--- src/rtl/conn_state_tracker_pkg.sv ---
// Shared state codes, interrupt bit indices and the FSM state type.
// Latency: n/a (declarations only).
// Backpressure: n/a.
package conn_pkg;

    // Encoded connection state as seen by the downstream monitor.
    localparam logic [3:0] IDLE        = 4'd0;
    localparam logic [3:0] SYN_SENT    = 4'd1;
    localparam logic [3:0] ESTABLISHED = 4'd2;
    localparam logic [3:0] FIN_WAIT    = 4'd3;

    // Bit positions inside InterruptStatus.
    localparam int INT_CLOSED   = 0;
    localparam int INT_EST      = 1;
    localparam int INT_TIMEOUT  = 2;
    localparam int INT_PEER_RST = 3;

    // FSM state type; values track the encoded codes above so the state
    // register can drive ConnectionState directly.
    typedef enum logic [3:0] {
        ST_IDLE        = IDLE,
        ST_SYN_SENT    = SYN_SENT,
        ST_ESTABLISHED = ESTABLISHED,
        ST_FIN_WAIT    = FIN_WAIT
    } conn_state_t;

endpackage

--- src/rtl/conn_state_tracker_if.sv ---
// Control/status bundle between the connection tracker and its neighbours.
// Latency: n/a (wiring only).
// Backpressure: none; all requests are levels or single-cycle pulses.
interface conn_state_tracker_if;

    // Requests and peer events towards the tracker.
    logic       open_req;
    logic       close_req;
    logic       rx_syn_ack;
    logic       rx_fin;
    logic       rx_rst;
    logic [3:0] int_clr;
    logic [3:0] int_en;

    // Link-layer pulses and status from the tracker.
    logic       tx_syn;
    logic       tx_ack;
    logic       tx_fin;
    logic [3:0] ConnectionState;
    logic [3:0] state;
    logic [3:0] InterruptStatus;
    logic       irq;
    logic [7:0] est_count;

    // Side that issues requests and observes status.
    modport master (
        output open_req, close_req, rx_syn_ack, rx_fin, rx_rst, int_clr, int_en,
        input  tx_syn, tx_ack, tx_fin, ConnectionState, state, InterruptStatus,
               irq, est_count
    );

    // The tracker itself.
    modport slave (
        input  open_req, close_req, rx_syn_ack, rx_fin, rx_rst, int_clr, int_en,
        output tx_syn, tx_ack, tx_fin, ConnectionState, state, InterruptStatus,
               irq, est_count
    );

endinterface

--- src/rtl/conn_state_tracker_timer.sv ---
// Handshake timeout counter plus SYN retry counter for the connection FSM.
// Latency: expire is combinational from the registered count (flags the last cycle).
// Backpressure: none; counts freely while run is high, cleared by reload or !run.
module conn_timer #(
    parameter int CNT_W          = 8,
    parameter int TIMEOUT_CYCLES = 255,
    parameter int RETRY_MAX      = 3
) (
    input  logic clk,
    input  logic rst_n,
    input  logic run,          // FSM is in a timed state
    input  logic reload,       // restart the timeout window this cycle
    input  logic retry,        // a retransmission is being issued
    output logic expire,       // this is the last cycle of the window
    output logic retries_left  // another retransmission is still allowed
);

    localparam int RTY_W = (RETRY_MAX < 1) ? 1 : $clog2(RETRY_MAX + 1);
    localparam logic [CNT_W-1:0] CNT_LAST = CNT_W'(TIMEOUT_CYCLES - 1);
    localparam logic [RTY_W-1:0] RTY_LIM  = RTY_W'(RETRY_MAX);

    logic [CNT_W-1:0] cnt_q;
    logic [RTY_W-1:0] rty_q;

    // Timeout counter: held at zero outside timed states, restarted on reload.
    // Every expiry causes a reload or an exit, so it never needs to wrap.
    always_ff @(posedge clk or negedge rst_n) begin
        if (!rst_n) begin
            cnt_q <= '0;
        end else if (reload || !run) begin
            cnt_q <= '0;
        end else begin
            cnt_q <= cnt_q + CNT_W'(1);
        end
    end

    // Retry counter: bumps on each retransmission, cleared on any fresh entry
    // into a timed state and whenever the FSM is untimed.
    always_ff @(posedge clk or negedge rst_n) begin
        if (!rst_n) begin
            rty_q <= '0;
        end else if (retry) begin
            rty_q <= rty_q + RTY_W'(1);
        end else if (reload || !run) begin
            rty_q <= '0;
        end
    end

    assign expire       = run && (cnt_q == CNT_LAST);
    assign retries_left = (rty_q < RTY_LIM);

endmodule

--- src/rtl/conn_state_tracker.sv ---
// Connection-control FSM: state code, one-hot state, sticky interrupts, link pulses.
// Latency: all outputs registered; reactions appear one cycle after the input is sampled.
// Backpressure: none; events are pulses/levels, one transition per cycle by priority.
// Optional session counter on est_count is built when CONN_STATS_EN is defined.
module conn_state_tracker
    import conn_pkg::*;
#(
    parameter int TIMEOUT_CYCLES = 255,
    parameter int CNT_W          = 8,
    parameter int RETRY_MAX      = 3
) (
    input  logic                  clk,
    input  logic                  rst_n,
    conn_state_tracker_if.slave   bus
);

    conn_state_t cur_st;
    conn_state_t nxt_st;

    logic [3:0] onehot_q;
    logic [3:0] is_q;
    logic [3:0] set_vec;
    logic       irq_q;
    logic       tx_syn_q;
    logic       tx_ack_q;
    logic       tx_fin_q;
    logic       tx_syn_nxt;
    logic       tx_ack_nxt;
    logic       tx_fin_nxt;

    logic       run;
    logic       reload;
    logic       retry;
    logic       expire;
    logic       retries_left;

    // Timer only advances in the two states that wait on the peer.
    assign run    = (cur_st == ST_SYN_SENT) || (cur_st == ST_FIN_WAIT);
    // Any state change starts a fresh window; a retry restarts it in place.
    assign reload = (nxt_st != cur_st) || retry;

    conn_timer #(
        .CNT_W          (CNT_W),
        .TIMEOUT_CYCLES (TIMEOUT_CYCLES),
        .RETRY_MAX      (RETRY_MAX)
    ) u_timer (
        .clk          (clk),
        .rst_n        (rst_n),
        .run          (run),
        .reload       (reload),
        .retry        (retry),
        .expire       (expire),
        .retries_left (retries_left)
    );

    // Next-state, pulse and interrupt-set decode; priority is
    // rx_rst > rx_syn_ack/rx_fin > timeout > open_req/close_req.
    always_comb begin
        nxt_st     = cur_st;
        set_vec    = 4'b0000;
        tx_syn_nxt = 1'b0;
        tx_ack_nxt = 1'b0;
        tx_fin_nxt = 1'b0;
        retry      = 1'b0;
        unique case (cur_st)
            ST_IDLE: begin
                // Peer events are meaningless without a connection; close_req too.
                if (bus.open_req) begin
                    nxt_st     = ST_SYN_SENT;
                    tx_syn_nxt = 1'b1;
                end
            end
            ST_SYN_SENT: begin
                if (bus.rx_rst) begin
                    nxt_st                = ST_IDLE;
                    set_vec[INT_PEER_RST] = 1'b1;
                end else if (bus.rx_syn_ack) begin
                    nxt_st           = ST_ESTABLISHED;
                    tx_ack_nxt       = 1'b1;
                    set_vec[INT_EST] = 1'b1;
                end else if (expire) begin
                    if (retries_left) begin
                        retry      = 1'b1;
                        tx_syn_nxt = 1'b1;
                    end else begin
                        nxt_st               = ST_IDLE;
                        set_vec[INT_TIMEOUT] = 1'b1;
                    end
                end
            end
            ST_ESTABLISHED: begin
                if (bus.rx_rst) begin
                    nxt_st                = ST_IDLE;
                    set_vec[INT_PEER_RST] = 1'b1;
                end else if (bus.rx_fin) begin
                    nxt_st              = ST_IDLE;
                    tx_ack_nxt          = 1'b1;
                    set_vec[INT_CLOSED] = 1'b1;
                end else if (bus.close_req) begin
                    nxt_st     = ST_FIN_WAIT;
                    tx_fin_nxt = 1'b1;
                end
            end
            ST_FIN_WAIT: begin
                if (bus.rx_rst) begin
                    nxt_st                = ST_IDLE;
                    set_vec[INT_PEER_RST] = 1'b1;
                end else if (bus.rx_fin) begin
                    nxt_st              = ST_IDLE;
                    tx_ack_nxt          = 1'b1;
                    set_vec[INT_CLOSED] = 1'b1;
                end else if (expire) begin
                    nxt_st               = ST_IDLE;
                    set_vec[INT_TIMEOUT] = 1'b1;
                end
            end
            default: begin
                nxt_st = ST_IDLE;
            end
        endcase
    end

    // State register with a registered one-hot copy for bit-indexed consumers.
    always_ff @(posedge clk or negedge rst_n) begin
        if (!rst_n) begin
            cur_st   <= ST_IDLE;
            onehot_q <= 4'b0001;
        end else begin
            cur_st   <= nxt_st;
            onehot_q <= 4'b0001 << nxt_st;
        end
    end

    // Link-layer pulses, registered so each is exactly one cycle wide.
    always_ff @(posedge clk or negedge rst_n) begin
        if (!rst_n) begin
            tx_syn_q <= 1'b0;
            tx_ack_q <= 1'b0;
            tx_fin_q <= 1'b0;
        end else begin
            tx_syn_q <= tx_syn_nxt;
            tx_ack_q <= tx_ack_nxt;
            tx_fin_q <= tx_fin_nxt;
        end
    end

    // Sticky interrupt bits: a new event beats a same-cycle clear.
    always_ff @(posedge clk or negedge rst_n) begin
        if (!rst_n) begin
            is_q <= 4'b0000;
        end else begin
            is_q <= (is_q & ~bus.int_clr) | set_vec;
        end
    end

    // irq follows the status register one cycle later.
    always_ff @(posedge clk or negedge rst_n) begin
        if (!rst_n) begin
            irq_q <= 1'b0;
        end else begin
            irq_q <= |(is_q & bus.int_en);
        end
    end

`ifdef CONN_STATS_EN
    logic [7:0] est_q;
    logic       est_inc;

    assign est_inc = (cur_st == ST_SYN_SENT) && (nxt_st == ST_ESTABLISHED);

    // Saturating count of completed opens; only reset clears it.
    always_ff @(posedge clk or negedge rst_n) begin
        if (!rst_n) begin
            est_q <= 8'd0;
        end else if (est_inc && (est_q != 8'hFF)) begin
            est_q <= est_q + 8'd1;
        end
    end

    assign bus.est_count = est_q;
`else
    assign bus.est_count = 8'd0;
`endif

    assign bus.ConnectionState = cur_st;
    assign bus.state           = onehot_q;
    assign bus.InterruptStatus = is_q;
    assign bus.irq             = irq_q;
    assign bus.tx_syn          = tx_syn_q;
    assign bus.tx_ack          = tx_ack_q;
    assign bus.tx_fin          = tx_fin_q;

endmodule

--- src/flat_wrapper.sv ---
// flat-port wrapper written by rule: the top's interface ports become plain ports
module conn_state_tracker_flat import conn_pkg::*;
#(
    parameter int TIMEOUT_CYCLES = 255,
    parameter int CNT_W          = 8,
    parameter int RETRY_MAX      = 3
)
  (clk, rst_n, bus_open_req, bus_close_req, bus_rx_syn_ack, bus_rx_fin, bus_rx_rst, bus_int_clr, bus_int_en, bus_tx_syn, bus_tx_ack, bus_tx_fin, bus_ConnectionState, bus_state, bus_InterruptStatus, bus_irq, bus_est_count);
  conn_state_tracker_if bus_i ();
  input  logic clk;
  input  logic rst_n;
  input wire logic [$bits(bus_i.open_req)-1:0] bus_open_req;
  input wire logic [$bits(bus_i.close_req)-1:0] bus_close_req;
  input wire logic [$bits(bus_i.rx_syn_ack)-1:0] bus_rx_syn_ack;
  input wire logic [$bits(bus_i.rx_fin)-1:0] bus_rx_fin;
  input wire logic [$bits(bus_i.rx_rst)-1:0] bus_rx_rst;
  input wire logic [$bits(bus_i.int_clr)-1:0] bus_int_clr;
  input wire logic [$bits(bus_i.int_en)-1:0] bus_int_en;
  output wire logic [$bits(bus_i.tx_syn)-1:0] bus_tx_syn;
  output wire logic [$bits(bus_i.tx_ack)-1:0] bus_tx_ack;
  output wire logic [$bits(bus_i.tx_fin)-1:0] bus_tx_fin;
  output wire logic [$bits(bus_i.ConnectionState)-1:0] bus_ConnectionState;
  output wire logic [$bits(bus_i.state)-1:0] bus_state;
  output wire logic [$bits(bus_i.InterruptStatus)-1:0] bus_InterruptStatus;
  output wire logic [$bits(bus_i.irq)-1:0] bus_irq;
  output wire logic [$bits(bus_i.est_count)-1:0] bus_est_count;
  assign bus_i.open_req = bus_open_req;
  assign bus_i.close_req = bus_close_req;
  assign bus_i.rx_syn_ack = bus_rx_syn_ack;
  assign bus_i.rx_fin = bus_rx_fin;
  assign bus_i.rx_rst = bus_rx_rst;
  assign bus_i.int_clr = bus_int_clr;
  assign bus_i.int_en = bus_int_en;
  assign bus_tx_syn = bus_i.tx_syn;
  assign bus_tx_ack = bus_i.tx_ack;
  assign bus_tx_fin = bus_i.tx_fin;
  assign bus_ConnectionState = bus_i.ConnectionState;
  assign bus_state = bus_i.state;
  assign bus_InterruptStatus = bus_i.InterruptStatus;
  assign bus_irq = bus_i.irq;
  assign bus_est_count = bus_i.est_count;
  conn_state_tracker #(.TIMEOUT_CYCLES(TIMEOUT_CYCLES), .CNT_W(CNT_W), .RETRY_MAX(RETRY_MAX)) u_core (.clk(clk), .rst_n(rst_n), .bus(bus_i));
endmodule
--- config.mk ---
export PLATFORM = sky130hd
export DESIGN_NAME = conn_state_tracker_flat
export DESIGN_NICKNAME = d
export VERILOG_FILES = /design/src/rtl/conn_state_tracker_pkg.sv /design/src/rtl/conn_state_tracker_if.sv /design/src/rtl/conn_state_tracker_timer.sv /design/src/rtl/conn_state_tracker.sv /design/src/flat_wrapper.sv
export SDC_FILE = /design/constraint.sdc
export NUM_CORES = 1
export LEC_CHECK = 0
export BUFFER_PORTS_ARGS = -buffer_cell sky130_fd_sc_hd__buf_2
export CAP_MARGIN = 20
export CORE_MARGIN = 8
export CORE_UTILIZATION = 49
export CTS_CLUSTER_DIAMETER = 60
export DETAILED_ROUTE_END_ITERATION = 7
export PLACE_DENSITY = 0.78
export SLEW_MARGIN = 15
export SYNTH_ARGS = -nofsm -noshare
export SYNTH_HDL_FRONTEND = slang
export SYNTH_SLANG_ARGS = --single-unit
--- constraint.sdc ---
create_clock -name clk -period 2.4 [get_ports clk]
set_input_delay 0.12 -clock clk [delete_from_list [all_inputs] [get_ports clk]]
set_output_delay 0.12 -clock clk [all_outputs]
set_load 0.005 [all_outputs]
Word level (Yosys, flattened, before mapping) --
Index checks and enable logic that the tools add are counted.
Storage, ports and cells: register bits 26, output and inout bits 24, logic and storage cells 75
Operators by class: add/sub/neg operators 2, order comparisons 1, eq/ne operators 5, shift operators 1, muxes and demuxes 43, bitwise operators 4, reductions and logical operators 10
Operator list (count):
- 4-bit two-way mux | 11
- 1-bit two-way mux | 24
- 4-bit one-hot mux with 4 select lines | 1
- 8-bit by 1-bit adder with 8-bit output, second input constant | 1
- 4-bit AND | 2
- 4-bit by 2-bit equality test with 1-bit output, second input constant | 2
- 8-bit equality test, second input constant | 1
- 8-bit two-way mux | 1
- 2-bit two-way mux | 3
- 1-bit one-hot mux with 2 select lines | 3
- 4-bit by 1-bit equality test with 1-bit output, second input constant | 1
- 4-bit zero test | 1
- 4-bit != test | 1
- 4-bit NOT | 1
- 4-bit bitwise OR | 1
- 4-bit OR reduction | 1
- 1-bit by 4-bit << shifter with 4-bit output, first input constant | 1
- 1-bit logical OR | 3
- 3-bit OR reduction | 1
- 2-bit by 1-bit adder with 2-bit output, second input constant | 1
- 2-bit less-than comparator, second input constant | 1
- 2-bit nonzero test | 1
- 2-bit OR reduction | 1
- 1-bit logical AND | 1
- 1-bit zero test | 1

Logic depth before layout (Yosys ltp) --
Gate-level depths: netlist (run 1).
depth in word-level cells 12, depth in mapped cells 7, mapped depth without buffers 6

Cells and area by module --
Synthesis (run 1) repeated with hierarchy kept, for this count alone.
Unflattened totals: cell total of the unflattened synthesis 123, area, all modules 1232.4 µm²
Modules (own cells, without submodules):
- conn_state_tracker | times used 1, cells each 75, area each 757.0 µm², sequential area each 401.6 µm²
- conn_timer | times used 1, cells each 48, area each 475.5 µm², sequential area each 250.2 µm²

Worst setup path after synthesis (run 1) --
Ideal clock, no wire load.
kind register -> register, start register u_core.cur_st[2], in the netlist u_core.bus.ConnectionState[2], end register u_core.u_timer.rty_q[0], arrival 1947 ps, slack 372 ps, stages on the path, launching flop included 7, buffers on the path 2, clock period less this slack 2028 ps, path through dfrtp_1 or3_1 clkbuf_1 or4b_4 a211o_1 buf_6 mux2i_4
On the way: word-level cells in the longest chain between the ends 11, elaborated cells on any way between the ends 28
RTL lines:
- start, declared | line conn_state_tracker.sv:17 | conn_state_t cur_st;
- start signal, assigned | line conn_state_tracker.sv:129 | cur_st <= nxt_st;
- 4-bit by 1-bit equality test with 1-bit output / 4-bit by 2-bit equality test with 1-bit output (equally long branches) | line conn_state_tracker.sv:38, conn_state_tracker.sv:65
- 1-bit logical OR | line conn_state_tracker.sv:38 | assign run = (cur_st == ST_SYN_SENT) || (cur_st == ST_FIN_WAIT);
- 1-bit logical AND | line conn_state_tracker_timer.sv:49 | assign expire = run && (cnt_q == CNT_LAST);
- 4-bit two-way mux, on equally long branches | line conn_state_tracker.sv:112, conn_state_tracker.sv:81
- 4-bit two-way mux, on equally long branches | line conn_state_tracker.sv:108, conn_state_tracker.sv:77
- 4-bit two-way mux, on equally long branches | line conn_state_tracker.sv:105, conn_state_tracker.sv:74
- 4-bit one-hot mux with 4 select lines | line conn_state_tracker.sv:65 | unique case (cur_st)
- 4-bit != test | line conn_state_tracker.sv:40 | assign reload = (nxt_st != cur_st) || retry;
- 1-bit logical OR | line conn_state_tracker.sv:40
- 1-bit logical OR | line conn_state_tracker_timer.sv:44 | end else if (reload || !run) begin
- 2-bit nonzero test (no source line)
- end signal, assigned | line conn_state_tracker_timer.sv:43 | rty_q <= rty_q + RTY_W'(1);
- end, declared | line conn_state_tracker_timer.sv:23 | logic [RTY_W-1:0] rty_q;
Parallel ways exist; a longest one is shown, timed or not. A chain may end at the register's enable or synchronous reset.

Final worst setup path (run 1) --
Ends and elaborated chain as after synthesis.

==> results of run 1 <==
==> layout by cell type, fill, tap and decap left out, types with 3 or more instances in the layout <==
master          n
nor2_1         13
xnor2_1         3
dlygate4sd3_1   4
a21oi_1         3
dfrtp_1        25
nand2_1         4
conb_1         10
nand3b_1        3
buf_2          30
o22ai_1         3
xor2_1          3
ha_1            3
nand3_1         4
clkbuf_4        3
inv_1           8
o21ai_0         4
==> metrics by stage <==
| stage | utilization, % | setup slack (ps) | hold slack [ps] |
|---|---|---|---|
| 2_1_floorplan | - | 371.8 | -175.6 |
| 4_1_cts | 59.54 | 263.8 | 25.52 |
| 3_5_place_dp | 56.34 | 299.0 | 144.3 |
| 3_3_place_gp | 56.34 | 346.0 | 132.6 |
| 5_1_grt | 59.54 | 175.6 | 7.860 |
| 6_report | 59.54 | 264.1 | 31.28 |
==> report_power, final <==
part	total, W	switching [W]	internal (W)
clock	0.000215	0.000122	0.0000927
sequential	0.000449	0.00000492	0.000445
combinational	0.0000459	0.0000248	0.0000210
==> what timing repair did <==
item	in CTS	in global routing
hold buffers	4	0
hold endpoints to repair	28	0
endpoints found under the setup margin	0	0
setup buffers	0	0
==> layer usage <==
metal	track usage, %	part of all wire [%]	vias up
met3	3.061	8.4	4
met4	5.722	1.7	0
li1	-	-	432
met2	21.40	51	26
met1	12.24	38	418
met5	0	0	-
==> critical path, stage by stage, from the launching register on <==
cell	delay, ps
dfrtp_1	430
or3_1	470
or4b_4	530
a211o_1	460
mux2i_4	170
==> flip-flops by register name, summed over array words and instances (netlist names) <==
| register | cells |
|---|---|
| u_core.bus.ConnectionState | 4 |
| u_core.bus.InterruptStatus | 4 |
| u_core.bus.irq | 1 |
| u_core.bus.state | 4 |
| u_core.bus.tx_ack | 1 |
| u_core.bus.tx_fin | 1 |
| u_core.bus.tx_syn | 1 |
| u_core.u_timer.cnt_q | 8 |
| u_core.u_timer.rty_q | 2 |
==> how the worst max path moves through the flow <==
| stage | from | endpoint | slack [ps] | depth (start not counted) |
|---|---|---|---|---|
| after CTS | u_core.bus.ConnectionState[2] | u_core.u_timer.rty_q[0] | 260 | 4 |
| final | u_core.bus.ConnectionState[2] | u_core.u_timer.rty_q[0] | 260 | 4 |
| after detailed placement | u_core.bus.ConnectionState[2] | u_core.u_timer.rty_q[0] | 300 | 4 |
| after global routing | u_core.bus.ConnectionState[2] | u_core.u_timer.rty_q[0] | 180 | 4 |
| after global placement | u_core.bus.ConnectionState[2] | u_core.u_timer.rty_q[0] | 350 | 4 |
| after floorplan | u_core.bus.ConnectionState[2] | u_core.u_timer.rty_q[0] | 370 | 6 |
==> final cells by class <==
cell class                 instances  area [sq um]  area share [%]
timing repair buffer              34         190.2           13.38
clock buffer                       4         36.28           2.553
multi-input combinational         76         475.5           33.45
inverter                           8         30.03           2.113
sequential                        26         651.9           45.86
tap                               30         37.54           2.641
==> kinds of logic (layout without fill, tap and decap cells) <==
| logic type | count (synthesis) | in the layout | synth area share, % |
|---|---|---|---|
| xor gates and xnor gates | 6 | 6 | 4.385 |
| muxes | 1 | 1 | 1.879 |
| and+or+nand+nor | 39 | 39 | 17.75 |
| AOI/OAI and AO/OA | 17 | 17 | 9.395 |
| adders and majority gates | 3 | 3 | 3.132 |
| other | 1 | 10 | 0.3129 |
| buffers and inverters | 18 | 46 | 8.768 |
| DFF | 26 | 26 | 54.38 |
==> impl_metrics.toml, run 1 <==
[critical_path]
reg2reg_from = "u_core.bus.ConnectionState[2]"
critPathLaunchType = "register"
cp.arrival_ps = 2380
end_kind = "register"
rr_worst_depth = 4
reg2reg_to = "u_core.u_timer.rty_q[0]"
required_ps = 2650
worstPathMaxFanout = 10
r2r_slack_ps = 260
path_class = "reg -> reg"

[grt]
first_global_vias = 930
overflow = 0
antenna_found_initial = 0
grt_max_degree = 27
grt_use_total_pct = 11.77
grt_first_pass_wirelength_mm = 4.015

[cts]
cts_made_buffers = 3
cts.path.max_buffers = 2
htree_levels = 1
clock-sinks = 26
cts_root_buffer = "clkbuf_4"
tritoncts = "yes"
clk_pin_slew_worst_paths_ps = 130
cts_resized = 0
clock_latency_ps = 320

[placement]
postPlaceCellArea_sq_um = 1345
place_inst = 170
dp_hpwl_mm = 1.897
portBuffers = 30
routabilityCongestion = 0.7117

[synth]
yosysUniqueCellTypes = 35
synthFlopType = "dfrtp_1"
synth_common_cells = "25 x dfrtp_1, 13 x nor2_1, 8 x buf_4, 8 x inv_1"
yosys_warnings = 0
synth_edf_count = 0
netlist_top_cells_area = "dfrtp_1 52%, buf_4 5.0%, nor2_1 4.1%"
synth_area_per_cell_sq_um = 10.80
ys_seq_area_share_pct = 54.38
ys_async_sr_fraction_pct = 100.0
yosysMostFrequentCell = "dfrtp_1"
syn_area_sq_um = 1199
synth_top_cell_area_share_pct = 52.19
ys_ff_latch = 26
synth_top_area_cell = "dfrtp_1"
synthCells = 111

[drt]
ant_nets = 0
post_drt_wl_per_cell_microns = 13.38
drt_iter0_drc = 24
route.detailed.drc = 0
firstDrtPassIters = 4
vias = 880
wirelength_mm = 2.381
vias_per_cell = 4.944

[sta]
fin_setup_tns_ps = 0
relSlewSlack_pct = 62.44
clock_skew_ps = 7.569
grt_setup_unrepaired = "no"
maxSlewViolCount = 0
fmax_ghz = 0.4682
fin_crit_sh_pct = 88.99
min_period_ps = 2136
finalSetupViolCount = 0
finalHoldViolations = 0
tightest_slew_ps = 563.4

[power_and_ir_drop]
finalPower_w = 0.0007100
power.leakage_nw = 0.6840
ir_worst_vdd_mv = 0.3042
power_density_nw_per_um2 = 499.5

[floorplanning]
die_w_microns = 65.46
die_y_microns = 65.46
core_area_sq_um = 2387
dieArea_sq_um = 4285
row_count = 18
start_util_pct = 50.21
io_pins = 39

[worst_hold_path]
min_to = "u_core.bus.irq"
worstHoldPathCells = 3
hold_class = "in -> reg"
hold_start = "bus_int_en[3]"

[layout]
antenna-diode-count = 0
fin_area_sq_um = 1421
final_nets = 167
fillers = 217
drive_gt1_share_pct = 25.68
finalNonFillerCells = 178
area_growth_pct = 18.58

[job]
cap_violations = 0

[run_status]
run_status = "finished clean"
No activity file was read; power rests on OpenSTA's default activity.
==> run 2: changes to the inputs <==
- ABC_AREA: not set -> 1
- CORE_UTILIZATION: 49 -> 50
==> impl_metrics.toml, run 2 <==
[run_status]
run_status = "finished clean"

[grt]
grt_max_degree = 27
antenna_found_initial = 0
grt_use_total_pct = 12.57
first_global_vias = 1018
grt_first_pass_wirelength_mm = 4.457
overflow = 0

[floorplanning]
core_area_sq_um = 2455
die_y_microns = 66.52
start_util_pct = 51.99
die_w_microns = 66.52
io_pins = 39
dieArea_sq_um = 4425
row_count = 18

[synth]
ys_ff_latch = 26
synth_common_cells = "25 x dfrtp_1, 20 x nand2_1, 19 x nor2_1, 17 x inv_1, 11 x nand3_1"
yosysUniqueCellTypes = 25
synthFlopType = "dfrtp_1"
synthCells = 138
ys_async_sr_fraction_pct = 100.0
yosysMostFrequentCell = "dfrtp_1"
synth_top_area_cell = "dfrtp_1"
yosys_warnings = 0
synth_top_cell_area_share_pct = 49.02
syn_area_sq_um = 1276
synth_edf_count = 0
synth_area_per_cell_sq_um = 9.248
netlist_top_cells_area = "dfrtp_1 49%, nand2_1 5.9%, nor2_1 5.6%"
ys_seq_area_share_pct = 51.08

[sta]
tightest_slew_ps = 555.3
fmax_ghz = 0.6100
min_period_ps = 1639
finalHoldViolations = 0
grt_setup_unrepaired = "no"
fin_setup_tns_ps = 0
relSlewSlack_pct = 62.98
finalSetupViolCount = 0
clock_skew_ps = 3.549
fin_crit_sh_pct = 68.30
maxSlewViolCount = 0

[power_and_ir_drop]
power.leakage_nw = 0.7912
power_frac_seq_pct = 64.8
finalPower_w = 0.0006945
power_density_nw_per_um2 = 461.8
power.switching_w = 0.0001624
ir_worst_vdd_mv = 0.3344
p_clk_share_pct = 27.1
p_int_w = 0.0005321
p_comb_share_pct = 8.1
p_sw_share_pct = 23.38

[layout]
largest-register = "u_core.u_timer.cnt_q"
drive_gt1_share_pct = 27.12
fillers = 198
largest_reg_flops = 8
multi_input_comb_area_sq_um = 530.5
regArea_sq_um = 651.9
area_growth_pct = 17.84
mostFrequentLayoutCells = "30 x buf_2, 25 x dfrtp_1, 20 x nand2_1"
antenna-diode-count = 0
final_common_cell = "buf_2"
final_nets = 196
finalNonFillerCells = 207

[drt]
firstDrtPassIters = 4
ant_nets = 0
vias_per_cell = 4.879
vias = 1010
wirelength_mm = 2.642
post_drt_wl_per_cell_microns = 12.76
drt_iter0_drc = 35
route.detailed.drc = 0

[critical_path]
path_class = "reg -> reg"
rr_worst_depth = 10
critPathLaunchType = "register"
r2r_slack_ps = 760
endpoint = "u_core.u_timer.rty_q[0]"
required_ps = 2670
end_kind = "register"
reg2reg_to = "u_core.u_timer.rty_q[0]"
cp.arrival_ps = 1910
crit_path_start = "u_core.u_timer.cnt_q[0]"
reg2reg_from = "u_core.u_timer.cnt_q[0]"
worstPathMaxFanout = 8

[cts]
cts_root_buffer = "clkbuf_4"
cts_made_buffers = 3
cts_resized = 0
clock-sinks = 26
htree_levels = 1
cts.path.max_buffers = 2
tritoncts = "yes"
clock_latency_ps = 320
clk_pin_slew_worst_paths_ps = 130

[placement]
portBuffers = 30
place_inst = 199
dp_hpwl_mm = 2.048
routabilityCongestion = 0.8694

[worst_hold_path]
hold_class = "in -> reg"

[job]
cap_violations = 0
run 2: area by class of cell:
| cell class | count | area share [%] |
|---|---|---|
| clock buffer | 4 | 1.747 |
| inverter | 18 | 4.493 |
| multi-input combinational | 95 | 35.27 |
| sequential | 26 | 43.34 |
| tap | 30 | 2.496 |
| timing repair buffer | 34 | 12.65 |
run 2: stage by stage:
step	hold slack, ps	instance area (sq um)	worst slack, ps	util [%]
floorplan	-175.6	1310	982.5	-
global placement	142.0	1438	862.2	58.56
detailed placement	147.2	1438	793.6	58.56
CTS	10.84	1504	759.2	61.26
global route	15.34	1504	603.1	61.26
finish	16.30	1504	760.8	61.26
run 2: how the worst min path moves through the flow:
stage	start	end	cells past startpoint
floorplan	rst_n	u_core.bus.ConnectionState[0]	0
finish	bus_int_en[2]	u_core.bus.irq	3
global route	bus_int_en[2]	u_core.bus.irq	3
CTS	bus_int_en[2]	u_core.bus.irq	3
detailed placement	rst_n	u_core.u_timer.cnt_q[4]	1
global placement	rst_n	u_core.u_timer.cnt_q[5]	1
run 2: logic make-up after synthesis:
group	Yosys count	share of synthesized area, %
xor+xnor	5	3.431
compound gates	6	2.844
other cells	1	0.2938
simple gates	71	29.41
flops	26	51.08
fa+ha+maj	3	2.941
buf+inv	26	10.00
run 2: per-layer routing:
layer / GRT usage [%] / vias to the layer above / wire (microns)
li1: - / 497 / -
met1: 15.13 / 474 / 1111
met2: 20.87 / 32 / 1251
met3: 2.349 / 7 / 209
met4: 6.400 / 0 / 70
met5: 0 / - / 0
run 2: timing repair:
action	CTS	global route
hold buffers	4	0
setup buffers	0	0
hold endpoints to repair	28	0
run 2: power by group through the flow:
stage	clock (W)	combinational (W)	sequential (W)
after detailed placement	0	0.0000512	0.000458
after global routing	0.000215	0.0000635	0.000451
after floorplan	0	0.0000278	0.000459
after CTS	0.000195	0.0000564	0.000450
final	0.000189	0.0000561	0.000450
after global placement	0	0.0000501	0.000458
run 2: critical path: stages (launching register included):
cell and delay [ps]:
dfrtp_1 440, inv_1 80, ha_1 140, nand2_1 50, nor2_1 140, nand4_1 150, nand2_1 160, nand4_2 160
nand2_4 150, nand2_2 60, nand2_2 50
==> run 3: changes to the inputs <==
- CORE_UTILIZATION: 50 -> 45
- PLACE_DENSITY: 0.78 -> 0.74
- clock period: 2.4 -> 1.3 ns (I/O delays scaled with it)
==> impl_metrics.toml, run 3 (same netlist as run 2, synthesis figures left out) <==
[drt]
wl_met3_microns = 249
vias_per_cell = 4.955
vias = 1204
ant_nets = 0
post_drt_wl_per_cell_microns = 15.92
route.detailed.drc = 0
drt_iter0_drc = 60
firstDrtPassIters = 4
wirelength_mm = 3.868
wl_met1_mm = 1.568
wl_met2_mm = 1.984
top_layer = "met4"

[critical_path]
cp.arrival_ps = 1920
critPathLaunchType = "register"
required_ps = 1580
path_class = "reg -> reg"
end_kind = "register"
worstPathMaxFanout = 8

[layout]
largest_reg_flops = 8
largest-register = "u_core.u_timer.cnt_q"
fin_area_sq_um = 1906
final_nets = 231
drive_gt1_share_pct = 47.64
mostFrequentLayoutCells = "31 x buf_4, 30 x buf_2, 25 x dfrtp_1"
area_growth_pct = 49.31
antenna-diode-count = 0
final_common_cell = "buf_4"

[placement]
routabilityCongestion = 0.8837
portBuffers = 30
dp_hpwl_mm = 2.256
pre_cts_ws_ps = -267.8
postPlaceCellArea_sq_um = 1603

[cts]
cts_made_buffers = 3
htree_levels = 1
clock_latency_ps = 330
tritoncts = "yes"
cts.path.max_buffers = 2
clk_pin_slew_worst_paths_ps = 130
clock-sinks = 26
cts_root_buffer = "clkbuf_4"

[sta]
fin_crit_sh_pct = 126.6
relSlewSlack_pct = 61.89
min_period_ps = 1646
layout_setup_ws_ps = -346.3
clock_skew_ps = 8.135
whs_ps = -7.913
tightest_slew_ps = 571.6
fmax_ghz = 0.6074
fin_setup_tns_ps = -4404
grt_setup_unrepaired = "yes"
finalSetupViolCount = 18
maxSlewViolCount = 0
finalHoldViolations = 1

[worst_hold_path]
hold_class = "in -> reg"

[grt]
grt_use_total_pct = 14.00
grt_max_degree = 27
antenna_found_initial = 0
first_global_vias = 1213
grt_first_pass_wirelength_mm = 5.658
overflow = 0

[floorplanning]
core_area_sq_um = 2734
die_y_microns = 69.26
start_util_pct = 46.68
row_count = 19
die_w_microns = 69.26
io_pins = 39
dieArea_sq_um = 4796

[power_and_ir_drop]
power.leakage_nw = 0.9719
finalPower_w = 0.001407
power_density_nw_per_um2 = 738.2
ir_worst_vdd_mv = 0.6708

[job]
cap_violations = 0

[run_status]
violations = "hold timing, setup timing"
run_status = "finished, violations left"
## run 3: cell count changes in the layout (fill, tap and decap cells not counted), moves of 2 or more
cell,before,now
nor2_1,19,13
nand3_1,11,8
nor2_2,0,5
ha_1,3,1
nor3_1,2,0
dlygate4sd3_1,4,8
nand2_2,3,8
nand3_4,0,4
ha_2,0,2
nand2_1,20,15
buf_4,0,31
## run 3: report_power, final
part | switching, W | leakage, nW | internal (W)
combinational | 0.0000859 | 0.597 | 0.0000701
clock | 0.000248 | 0.0210 | 0.000172
sequential | 0.00000922 | 0.353 | 0.000822
## run 3: repair_timing
item | 4_1_cts | 5_1_grt
hold buffers | 8 | 1
setup endpoints to repair | 15 | 20
setup buffers | 3 | 11
pin swaps | 7 | 10
endpoints found under the hold margin | 33 | 1
resized for setup | 5 | 20
## run 3: per-layer routing
| layer | up-vias | global-route usage [%] |
|---|---|---|
| met5 | - | 0 |
| met4 | 0 | 6.834 |
| met3 | 5 | 2.861 |
| met2 | 54 | 24.69 |
| met1 | 576 | 15.52 |
| li1 | 569 | - |
## run 3: final timing paths
check | from | end | slack [ps] | cells past startpoint
max | u_core.u_timer.cnt_q[0] | u_core.u_timer.rty_q[0] | -350 | 10
min | bus_int_en[1] | u_core.bus.irq | -8 | 3
max reg2reg | u_core.u_timer.cnt_q[0] | u_core.u_timer.rty_q[0] | -350 | 10
min reg2reg | u_core.u_timer.cnt_q[7] | u_core.u_timer.cnt_q[7] | 560 | 2
max in group asynchronous | rst_n | u_core.u_timer.cnt_q[0] | 680 | 2
min in group asynchronous | rst_n | u_core.bus.InterruptStatus[2] | 240 | 2
## run 3: final cells by class
cell class	instances	area, sq um
Sequential cell	26	651.9
Clock buffer	4	36.28
Inverter	18	67.56
Multi-Input combinational cell	95	648.1
Timing Repair Buffer	69	462.9
Fill cell	184	828.3
Tap cell	31	38.79
## run 3: worst max-delay path, stage by stage (launching register included)
cell and delay (ps):
dfrtp_1 400, inv_1 70, ha_2 170, nand2_2 60, nor2_4 150, nand4_1 170, nand2_2 160, nand4_4 140
nand2_4 150, nand2_2 70, nand2_2 60
## run 3: metrics by stage
step / util [%] / cells
floorplan: - / 147
global placement: 58.63 / 219
detailed placement: 58.63 / 219
CTS: 64.39 / 234
global route: 69.70 / 243
finish: 69.70 / 243
